## config.mk

```make
export PLATFORM = sky130hd
export DESIGN_NAME = alarm_set
export DESIGN_NICKNAME = d
export VERILOG_FILES = /design/src/rtl/alarm_pkg.sv /design/src/rtl/mod_wrap_cnt.sv /design/src/rtl/alarm_set.sv
export SDC_FILE = /design/constraint.sdc
export NUM_CORES = 1
export LEC_CHECK = 0
export CAP_MARGIN = 25
export CORE_MARGIN = 4
export CORE_UTILIZATION = 50
export DETAILED_ROUTE_END_ITERATION = 8
export GPL_TIMING_DRIVEN = 0
export PLACE_DENSITY = 0.75
export SYNTH_ARGS = -nofsm -noshare
export SYNTH_HDL_FRONTEND = slang
export SYNTH_SLANG_ARGS = --single-unit
```

## constraint.sdc

```tcl
create_clock -name clk -period 3.25 [get_ports clk]
set_clock_uncertainty 0.1 [all_clocks]
set_input_delay 0.975 -clock clk [delete_from_list [all_inputs] [get_ports clk]]
set_output_delay 0.975 -clock clk [all_outputs]
set_load 0.01 [all_outputs]
```

## src/rtl/alarm_pkg.sv

```systemverilog
// Shared definitions for the alarm-match path: FSM state encodings,
// default time-field limits and the time field width used by the
// comparator bank.
package alarm_pkg;

  // Width of an hour or minute field on the comparator bus.
  localparam int TIME_W = 6;

  // Default wrap limits for the time fields.
  localparam int HOUR_MAX_DEF = 23;
  localparam int MIN_MAX_DEF  = 59;

  // Alarm FSM states; the encoding is exported on state_o for display blinking.
  typedef enum logic [2:0] {
    ST_IDLE     = 3'd0,
    ST_SET_HOUR = 3'd1,
    ST_SET_MIN  = 3'd2,
    ST_ARMED    = 3'd3,
    ST_RINGING  = 3'd4
  } state_t;

endpackage

```

## src/rtl/mod_wrap_cnt.sv

```systemverilog
// Time-field register: increments and wraps to zero after MAX.
// A parallel load takes priority over the increment so the parent can
// write a precomputed value into the field.
module mod_wrap_cnt
  import alarm_pkg::*;
#(
  parameter logic [TIME_W-1:0] MAX = 6'd59
) (
  input  logic              clk,
  input  logic              rst,
  input  logic              inc,
  input  logic              load,
  input  logic [TIME_W-1:0] load_val,
  output logic [TIME_W-1:0] count
);

  logic [TIME_W-1:0] count_reg;

  // Field register: reset to zero, load wins over increment, wrap at MAX.
  always_ff @(posedge clk) begin
    if (rst) begin
      count_reg <= '0;
    end else if (load) begin
      count_reg <= load_val;
    end else if (inc) begin
      count_reg <= (count_reg == MAX) ? '0 : count_reg + 1'b1;
    end
  end

  assign count = count_reg;

endmodule

```

## src/rtl/alarm_set.sv

```systemverilog
// Alarm target holder and ring controller. Holds the alarm hour/minute,
// enables the comparator bank while armed, detects match rises and drives
// the ring output with a tick-based auto-dismiss.
// Optional snooze support is compiled in with ALARM_SNOOZE_EN.
module alarm_set
  import alarm_pkg::*;
#(
  parameter int RING_SEC   = 30,
  parameter int SNOOZE_MIN = 5,
  parameter int HOUR_MAX   = HOUR_MAX_DEF,
  parameter int MIN_MAX    = MIN_MAX_DEF
) (
  input  logic              clk,
  input  logic              rst,
  input  logic              tick_1hz,
  input  logic              btn_mode,
  input  logic              btn_inc,
  input  logic              btn_snooze,
  input  logic              match_i,
  output logic [TIME_W-1:0] alarm_hour,
  output logic [TIME_W-1:0] alarm_min,
  output logic              cmp_en,
  output logic              ring,
  output logic [2:0]        state_o
);

  localparam logic [TIME_W-1:0] RING_LIM = TIME_W'(RING_SEC);

  state_t            state_reg;
  logic [TIME_W-1:0] ring_cnt_reg;
  logic              match_q;
  logic              cmp_en_reg;
  logic              ring_reg;

  logic              hour_inc;
  logic              min_inc;
  logic              min_load;
  logic [TIME_W-1:0] min_load_val;
  logic              snooze_go;
  logic              snooze_carry;
  logic [TIME_W-1:0] ring_cnt_plus;

  // btn_mode always wins over btn_inc, so edits only happen without a mode press.
  assign hour_inc = (btn_inc && !btn_mode && state_reg == ST_SET_HOUR) ||
                    (snooze_go && snooze_carry);
  assign min_inc  = btn_inc && !btn_mode && state_reg == ST_SET_MIN;

`ifdef ALARM_SNOOZE_EN
  logic [TIME_W:0] snz_sum;

  // Snooze: add SNOOZE_MIN to the minute with modulo wrap; carry bumps the hour.
  assign snooze_go    = btn_snooze && !btn_mode && state_reg == ST_RINGING;
  assign snz_sum      = {1'b0, alarm_min} + (TIME_W+1)'(SNOOZE_MIN);
  assign snooze_carry = snz_sum > (TIME_W+1)'(MIN_MAX);
  assign min_load     = snooze_go;
  assign min_load_val = snooze_carry ? TIME_W'(snz_sum - (TIME_W+1)'(MIN_MAX + 1))
                                     : snz_sum[TIME_W-1:0];
`else
  logic unused_snooze;

  // Without snooze support the button is accepted but has no effect.
  assign unused_snooze = btn_snooze;
  assign snooze_go     = 1'b0;
  assign snooze_carry  = 1'b0;
  assign min_load      = 1'b0;
  assign min_load_val  = '0;
`endif

  assign ring_cnt_plus = ring_cnt_reg + 1'b1;

  mod_wrap_cnt #(.MAX(TIME_W'(HOUR_MAX))) u_hour (
    .clk      (clk),
    .rst      (rst),
    .inc      (hour_inc),
    .load     (1'b0),
    .load_val ('0),
    .count    (alarm_hour)
  );

  mod_wrap_cnt #(.MAX(TIME_W'(MIN_MAX))) u_min (
    .clk      (clk),
    .rst      (rst),
    .inc      (min_inc),
    .load     (min_load),
    .load_val (min_load_val),
    .count    (alarm_min)
  );

  // Mode FSM with registered cmp_en/ring, match edge register and ring timer.
  always_ff @(posedge clk) begin
    if (rst) begin
      state_reg    <= ST_IDLE;
      ring_cnt_reg <= '0;
      match_q      <= 1'b0;
      cmp_en_reg   <= 1'b0;
      ring_reg     <= 1'b0;
    end else begin
      match_q <= match_i;
      case (state_reg)
        ST_IDLE: begin
          if (btn_mode) state_reg <= ST_SET_HOUR;
        end
        ST_SET_HOUR: begin
          if (btn_mode) state_reg <= ST_SET_MIN;
        end
        ST_SET_MIN: begin
          if (btn_mode) begin
            state_reg  <= ST_ARMED;
            cmp_en_reg <= 1'b1;
          end
        end
        ST_ARMED: begin
          if (btn_mode) begin
            state_reg  <= ST_IDLE;
            cmp_en_reg <= 1'b0;
          end else if (match_i && !match_q) begin
            state_reg <= ST_RINGING;
            ring_reg  <= 1'b1;
          end
        end
        ST_RINGING: begin
          if (btn_mode || snooze_go) begin
            state_reg    <= ST_ARMED;
            ring_reg     <= 1'b0;
            ring_cnt_reg <= '0;
          end else if (tick_1hz) begin
            if (ring_cnt_plus == RING_LIM) begin
              state_reg    <= ST_ARMED;
              ring_reg     <= 1'b0;
              ring_cnt_reg <= '0;
            end else begin
              ring_cnt_reg <= ring_cnt_plus;
            end
          end
        end
        default: begin
          state_reg  <= ST_IDLE;
          cmp_en_reg <= 1'b0;
          ring_reg   <= 1'b0;
        end
      endcase
    end
  end

  assign state_o = state_reg;
  assign cmp_en  = cmp_en_reg;
  assign ring    = ring_reg;

endmodule
```

Yosys cells after proc, flatten, opt, wreduce, memory -nomap -nowiden
Cells that the tools add are included.

word-level totals
  bits in registers = 24
  output and inout port bits = 17
  logic and storage cells = 65

cells by class
  add/subtract/negate cells = 3
  eq/ne operators = 16
  muxes and demuxes = 23
  bitwise operators = 2
  reduce and logical (&&, ||, !) cells = 14

operators with widths
  operator                                        number
  two-way mux 6 bit                               5
  two-way mux 3 bit                               8
  adder 6 x 1 -> 6 bit (second input constant)    3
  one-hot mux 3 bit (5 select lines)              1
  == test 6 x 5 -> 1 bit (second input constant)  2
  inequality test 2 bit (second input constant)   6
  inequality test 3 bit (second input constant)   3
  two-way mux 1 bit                               7
  == test 3 x 2 -> 1 bit (second input constant)  2
  == test 6 bit (second input constant)           1
  one-hot mux 1 bit (3 select lines)              2
  AND reduction 6 bit                             1
  OR reduction 3 bit                              2
  AND reduction 5 bit                             1
  logical AND 1 bit                               4
  == test 3 x 1 -> 1 bit (second input constant)  1
  == test 3 bit (second input constant)           1
  zero test 3 bit                                 1
  AND reduction 3 bit                             1
  zero test 1 bit                                 2
  inverter 1 bit                                  2
  AND reduction 2 bit                             1
  nonzero test 2 bit                              1

Longest topological paths before layout
  word-level depth = 6
  mapped depth = 7

By module
From an unflattened synthesis, not the netlist that was laid out.

second synthesis, totals
  cell total of the unflattened synthesis = 175
  area, all modules = 1458.9 µm²

modules (own cells, without submodules)
  module                 instances  cells an instance  area an instance (µm²)  sequential area each (µm²)
  alarm_set              1          90                 742.0                   240.2
  mod_wrap_cnt (u_min)   1          45                 375.4                   120.1
  mod_wrap_cnt (u_hour)  1          40                 341.6                   120.1

Worst setup path after synthesis
No wires, ideal clock.

  path type = input port to flip-flop
  start point = input port btn_mode
  end point = register u_min.count_reg[4], in the netlist u_min.count[4]
  setup time = 0.115 ns
  arrival = 1.862 ns
  data required time = 3.035 ns
  path slack = 1.174 ns
  cell stages on the path = 7
  buffers on the path = 2
  path through = buf_2 -> nor2_1 -> and3_1 -> buf_4 -> nand4_1 -> xnor2_1 -> and2_1

between the ends
  cells in the longest elaborated chain, start to end = 3

ends and longest elaborated chain
  element                          RTL line            RTL
  from (decl)                      alarm_set.sv:16     input logic btn_mode,
  zero test 1 bit                  alarm_set.sv:46     assign min_inc = btn_inc && !btn_mode && state_reg == ST_SET_MIN;
  logical AND 1 bit (2 in series)  alarm_set.sv:46
  to (signal assigned)             mod_wrap_cnt.sv:24  count_reg <= load_val;
  to (signal assigned)             mod_wrap_cnt.sv:26  count_reg <= (count_reg == MAX) ? '0 : count_reg + 1'b1;
  to (decl)                        mod_wrap_cnt.sv:17  logic [TIME_W-1:0] count_reg;

No other way between the ends.
A chain may end at the register's enable or synchronous reset.

Worst setup path after layout
  start point = register state_reg[1], in the netlist state_o[1]
  end point = output port state_o[1]

RTL lines
  element                 RTL line          RTL
  from (decl)             alarm_set.sv:29   state_t state_reg;
  from (signal assigned)  alarm_set.sv:92   state_reg <= ST_IDLE;
  from (signal assigned)  alarm_set.sv:101  if (btn_mode) state_reg <= ST_SET_HOUR;
  from (signal assigned)  alarm_set.sv:104  if (btn_mode) state_reg <= ST_SET_MIN;
  to (decl)               alarm_set.sv:24   output logic [2:0] state_o

No word-level cell between the ends.

==> impl_metrics.env <==
export IMPL_hold_path_class="reg2reg"
export IMPL_cts_setup_buffers=0
export IMPL_synth_flop_cell="dfxtp_1"
export IMPL_leakagePower_nw=0.597
export IMPL_synth_cells=150
export IMPL_start_util_pct=52.3
export IMPL_ys_ff_latch=24
export IMPL_multi_input_area_um2=757
export IMPL_cp_top_family="buffers and inverters"
export IMPL_regArea_um2=480
export IMPL_ctsHoldBuffers=0
export IMPL_syn_area_mm2=0.00129
export IMPL_gp_congestion=0.815
export IMPL_cts_root_buf="clkbuf_4"
export IMPL_synth_edf_count=0
export IMPL_cp_arrival_ns=1.39
export IMPL_slew_viol_final=0
export IMPL_clock_sinks=24
export IMPL_period_minus_slack_ns=2.47
export IMPL_num_io_pins=24
export IMPL_dpl_cell_count=202
export IMPL_cellPowerDensity_mw_per_mm2=352
export IMPL_max_freq_mhz=405
export IMPL_cts_tree="done"
export IMPL_cp_start_kind="register"
export IMPL_grt_ovfl_total=0
export IMPL_synth_top_area_share_pct=37.1
export IMPL_synth_area_leaders="dfxtp_1 (37%), a21oi_1 (4.6%), nand2_1 (4.1%)"
export IMPL_async_reset_ff_share_pct=0
export IMPL_avgSynthCellArea_um2=8.63
export IMPL_crit_required_ns=2.17
export IMPL_stdcell_count=206
export IMPL_wirelength_um=2840
export IMPL_cts_reportedPaths_clkPinSlew_ns=0.14
export IMPL_setup_viol=0
export IMPL_vias=1137
export IMPL_antenna_found_initial=0
export IMPL_yosysTopAreaCell="dfxtp_1"
export IMPL_fin_hold_ws_ns=0.353
export IMPL_nFillCells=223
export IMPL_dieHeight_um=58.9
export IMPL_vias_per_cell=5.52
export IMPL_crit_fanout=8
export IMPL_power_frac_comb_pct=8.2
export IMPL_port_buffer_count=22
export IMPL_timing_slew_headroom_pct=65.6
export IMPL_worstMarginPinSlew_ns=0.517
export IMPL_synth_most_common_cell="dfxtp_1"
export IMPL_ys_types=45
export IMPL_hpwl_um=2090
export IMPL_critPathKind="reg2out"
export IMPL_syn_to_final_growth_pct=24.0
export IMPL_clock_latency_ns=0.31
export IMPL_path_buf_inv=1
export IMPL_grt_max_degree=15
export IMPL_drc=0
export IMPL_hold_viol_final=0
export IMPL_cts_buffers=3
export IMPL_rsz0062_at_grt="no"
export IMPL_grt_pass1_vias=1101
export IMPL_coreArea_mm2=0.00248
export IMPL_drtAntennaViolNets=0
export IMPL_yosys_warnings=0
export IMPL_drtPass1Iterations=4
export IMPL_tns_ns=0
export IMPL_n_antenna_cell=0
export IMPL_crit_slowest_cell="clkdlybuf4s50_1"
export IMPL_end_kind="output pin"
export IMPL_fin_total_pwr_w=0.000565
export IMPL_ir_worst_vdd_mv=0.244
export IMPL_track_usage_pct=17.6
export IMPL_grt_pass1_wl_um=4860
export IMPL_yosysSeqAreaShare_pct=37.1
export IMPL_drive_above_1_share_pct=13.6
export IMPL_die_w_um=58.9
export IMPL_p_sw_w=0.000120
export IMPL_swShare_pct=21.3
export IMPL_synth_nets=161
export IMPL_seq_power_share_pct=53.4
export IMPL_fin_crit_sh_pct=76.0
export IMPL_clockBufferDepth=2
export IMPL_nNetsFinal=188
export IMPL_h_tree_depth=1
export IMPL_status="completed"
export IMPL_rows=18
export IMPL_clock_power_share_pct=38.4
export IMPL_drv_cap=0
export IMPL_drt_iter0_markers=55
export IMPL_post_drt_wl_per_cell_um=13.8
export IMPL_synth_commonest_cells="dfxtp_1 (24), nand2_1 (14), a21oi_1 (12), nor2_1 (12), nand3_1 (7)"
export IMPL_cpPeakStageDelay_ns=0.59
export IMPL_cts_resized=0
export IMPL_cell_internal_pwr_w=0.000445
export IMPL_crit_chain="clkdlybuf4s50_1"
export IMPL_utilization_pct=64.8
export IMPL_die_area_mm2=0.00347
[per-stage QoR]
stage / setup WS [ns] / cell area (um2)
floorplan: 1.17 / 1290
global placement: 0.530 / 1550
detailed placement: 0.505 / 1550
CTS: 0.773 / 1610
global route: 0.717 / 1610
finish: 0.780 / 1610
[placed cells by master, fill, tap and decap left out, drive strengths merged]
| cell type | count |
|---|---|
| a41o | 1 |
| a211o | 2 |
| nor2 | 13 |
| clkdlybuf4s50 | 22 |
| o31ai | 1 |
| a31oi | 2 |
| xor2 | 6 |
| clkbuf | 6 |
| ha | 4 |
| nor3 | 1 |
| nand3 | 7 |
| and3 | 4 |
| a21o | 2 |
| or4 | 1 |
| a21oi | 12 |
| nand2b | 4 |
| mux2i | 2 |
| nor2b | 2 |
| nand4b | 1 |
| o211ai | 1 |
| xnor2 | 5 |
| inv | 4 |
| nand2 | 14 |
| o32ai | 1 |
| and4b | 1 |
| dfxtp | 24 |
| nor3b | 1 |
| nand4 | 4 |
| or2 | 4 |
| buf | 5 |
| nand3b | 3 |
| a31o | 1 |
| a2bb2oi | 1 |
| and3b | 1 |
| bufinv | 1 |
| o21ai | 7 |
| and2 | 5 |
[path summary, 6_finish.rpt]
path                                      start              end  slack (ns)  cells past startpoint
worst min-delay path                       ring             ring        0.35                      2
worst max-delay path                 state_o[1]       state_o[1]        0.78                      1
worst max register to register  ring_cnt_reg[0]  ring_cnt_reg[1]        1.33                      6
worst min register to register             ring             ring        0.35                      2
[area by class of cell]
| class | count | area share [%] |
|---|---|---|
| buffer | 8 | 2.65 |
| multi-input combinational | 114 | 47.2 |
| sequential | 24 | 29.9 |
| tap | 30 | 2.34 |
| clock buffer | 3 | 1.40 |
| timing repair buffer | 22 | 13.7 |
| clock inverter | 1 | 1.87 |
| inverter | 4 | 0.935 |
[metal layers]
metal | up-vias | track usage [%] | part of all wire (%)
li1 | 576 | - | -
met1 | 531 | 23.5 | 49
met5 | - | 0 | 0
met2 | 28 | 29.0 | 47
met4 | 0 | 6.15 | 0.63
met3 | 2 | 2.41 | 3.2
[power groups by stage]
stage	registers, W	clock network [W]	logic [W]
floorplan	0.000309	0	0.0000249
global placement	0.000308	0	0.0000446
detailed placement	0.000308	0	0.0000462
finish	0.000302	0.000217	0.0000463
global route	0.000302	0.000234	0.0000505
CTS	0.000302	0.000221	0.0000465
[cell families after synthesis]
logic type,count (synthesis),share of synthesized area [%]
compound gates,31,17.0
xor+xnor,11,7.44
fa+ha+maj,4,3.86
buf+inv,12,4.44
flops,24,37.1
mux,2,1.55
simple gates,66,28.6
Note: power is estimated with default switching activity, not from simulation.
==> variant (same settings) <==
The package constant `TIME_W` goes from 6 to 3.
--- a/src/rtl/alarm_pkg.sv
+++ b/src/rtl/alarm_pkg.sv
@@ -6,3 +6,3 @@
   // Width of an hour or minute field on the comparator bus.
-  localparam int TIME_W = 6;
+  localparam int TIME_W = 3;
 
Interface: changed (resized alarm_hour and alarm_min); port bits go from 24 to 18. The function was not compared with the original's and may differ.
==> variant against the original RTL <==
Power shrank 38%. Area after synthesis is 35% lower. Register-to-register slack gained 0.30 ns. Via count fell by 29%. Wire length decreased by 34%. Setup slack got worse by 0.030 ns. Final area is 36% lower. Count of clock-buffer cells in the layout up 1. Sequential power is 36% lower. First-iteration DRC count is 65% lower. Combinational power up 14%. Sequential cell count is 9 lower. Critical path type is now in2reg. Largest cell class unchanged.
==> variant: results <==
grt:
  grt_pass1_wl_um: 3042
  grtUsageTotal: 0.1594
  grt_max_degree: 11
  grt_pass1_vias: 670
place:
  port_buffers: 15
  pre_cts_slack_ns: 0.4798
  gp_congestion: 0.8217
  dp.cells: 125
  placed_area_um2: 1008
  hpwl_um: 1362
worst_setup_path:
  slowest_delay_ns: 0.55
  timing.critical_path.arrival_ns: 2.61
  crit_family: "simple AND/OR/NAND/NOR gates"
  reg2regPathDepth: 3
logic_synthesis:
  syn_area_per_cell_um2: 8.918
  synth-seq-area-share: 0.3582
  synth-xor-area-share: 0.01045
  synthTopCellsByArea: "dfxtp_1 (36%), ha_1 (7.5%), a21oi_1 (4.8%), nand2b_1 (3.7%), o21ai_0 (3.6%)"
  synthAdderAreaFrac: 0.07463
  synth_nets: 106
  synth_compound_area_frac: 0.2284
  synth.distinct_cells: 39
  ys_top_cells_by_count: "dfxtp_1 (15), a21oi_1 (8), o21ai_0 (6)"
  yosys-mux-area-fraction: 0
power_and_ir_drop:
  power.switching_w: 0.00009132
  p_leak_nw: 0.3624
  peakVddDrop_uv: 257.8
clocking:
  clock_latency_ns: 0.28
  htreeDepth: 1
  clk_pin_slew_ns: 0.08
  ctsResizeCount: 0
final_layout:
  final_cells: 129
  drive_above_1_share: 0.06195
detailed_routing:
  dr_total_vias: 807
  wire_per_inst_um: 14.63
  drtIter0Drc: 19
status:
  status: "finished clean"
timing:
  worst_pin_slew_ns: 0.4617
-- variant: cell types whose count changed in the layout (fill, tap and decap cells not counted), sizes merged, moves of 5 or more --
cell / unedited run / this run
nor2: 13 / 1
and2: 5 / 0
nand2: 14 / 2
dfxtp: 24 / 15
clkdlybuf4s50: 22 / 15
xor2: 6 / 1
xnor2: 5 / 0
-- variant: routing by layer --
metal / vias to the layer above / global-route usage / share of wire
li1: 397 / - / -
met2: 27 / 0.2304 / 0.46
met5: - / 0 / 0
met1: 383 / 0.2311 / 0.47
met4: 0 / 0.04036 / 0
met3: 0 / 0.04281 / 0.069
-- variant: final cells by class --
| class | instances | area (um^2) |
|---|---|---|
| multi-input cells | 69 | 499.2 |
| inverters | 4 | 15.01 |
| plain buffers | 6 | 23.77 |
| flip-flops and latches | 15 | 300.3 |
| repair buffers | 15 | 150.1 |
| fillers | 140 | 506.7 |
| clock buffers | 4 | 26.28 |
| well taps | 16 | 20.02 |
-- variant: final timing paths --
path / slack, ns / start / to
setup / recovery: 0.75 / btn_mode / u_hour.count[0]
hold reg to reg: 0.37 / u_min.count[2] / u_min.count[2]
hold / removal: 0.37 / u_min.count[2] / u_min.count[2]
setup reg to reg: 1.63 / state_o[2] / ring_cnt_reg[0]
-- variant: power groups by stage --
stage	combinational (W)	clock [W]	sequential, W
2_1_floorplan	0.0000279	0	0.000198
3_3_place_gp	0.0000517	0	0.000197
3_5_place_dp	0.0000522	0	0.000197
4_1_cts	0.0000527	0.000113	0.000193
5_1_grt	0.0000575	0.000121	0.000193
6_report	0.0000526	0.000108	0.000192
-- variant: cells by family after synthesis --
| group | count (synthesis) |
|---|---|
| buf+inv | 10 |
| compound gates | 29 |
| simple gates | 34 |
| fa+ha+maj | 5 |
| xor+xnor | 1 |
| flops | 15 |
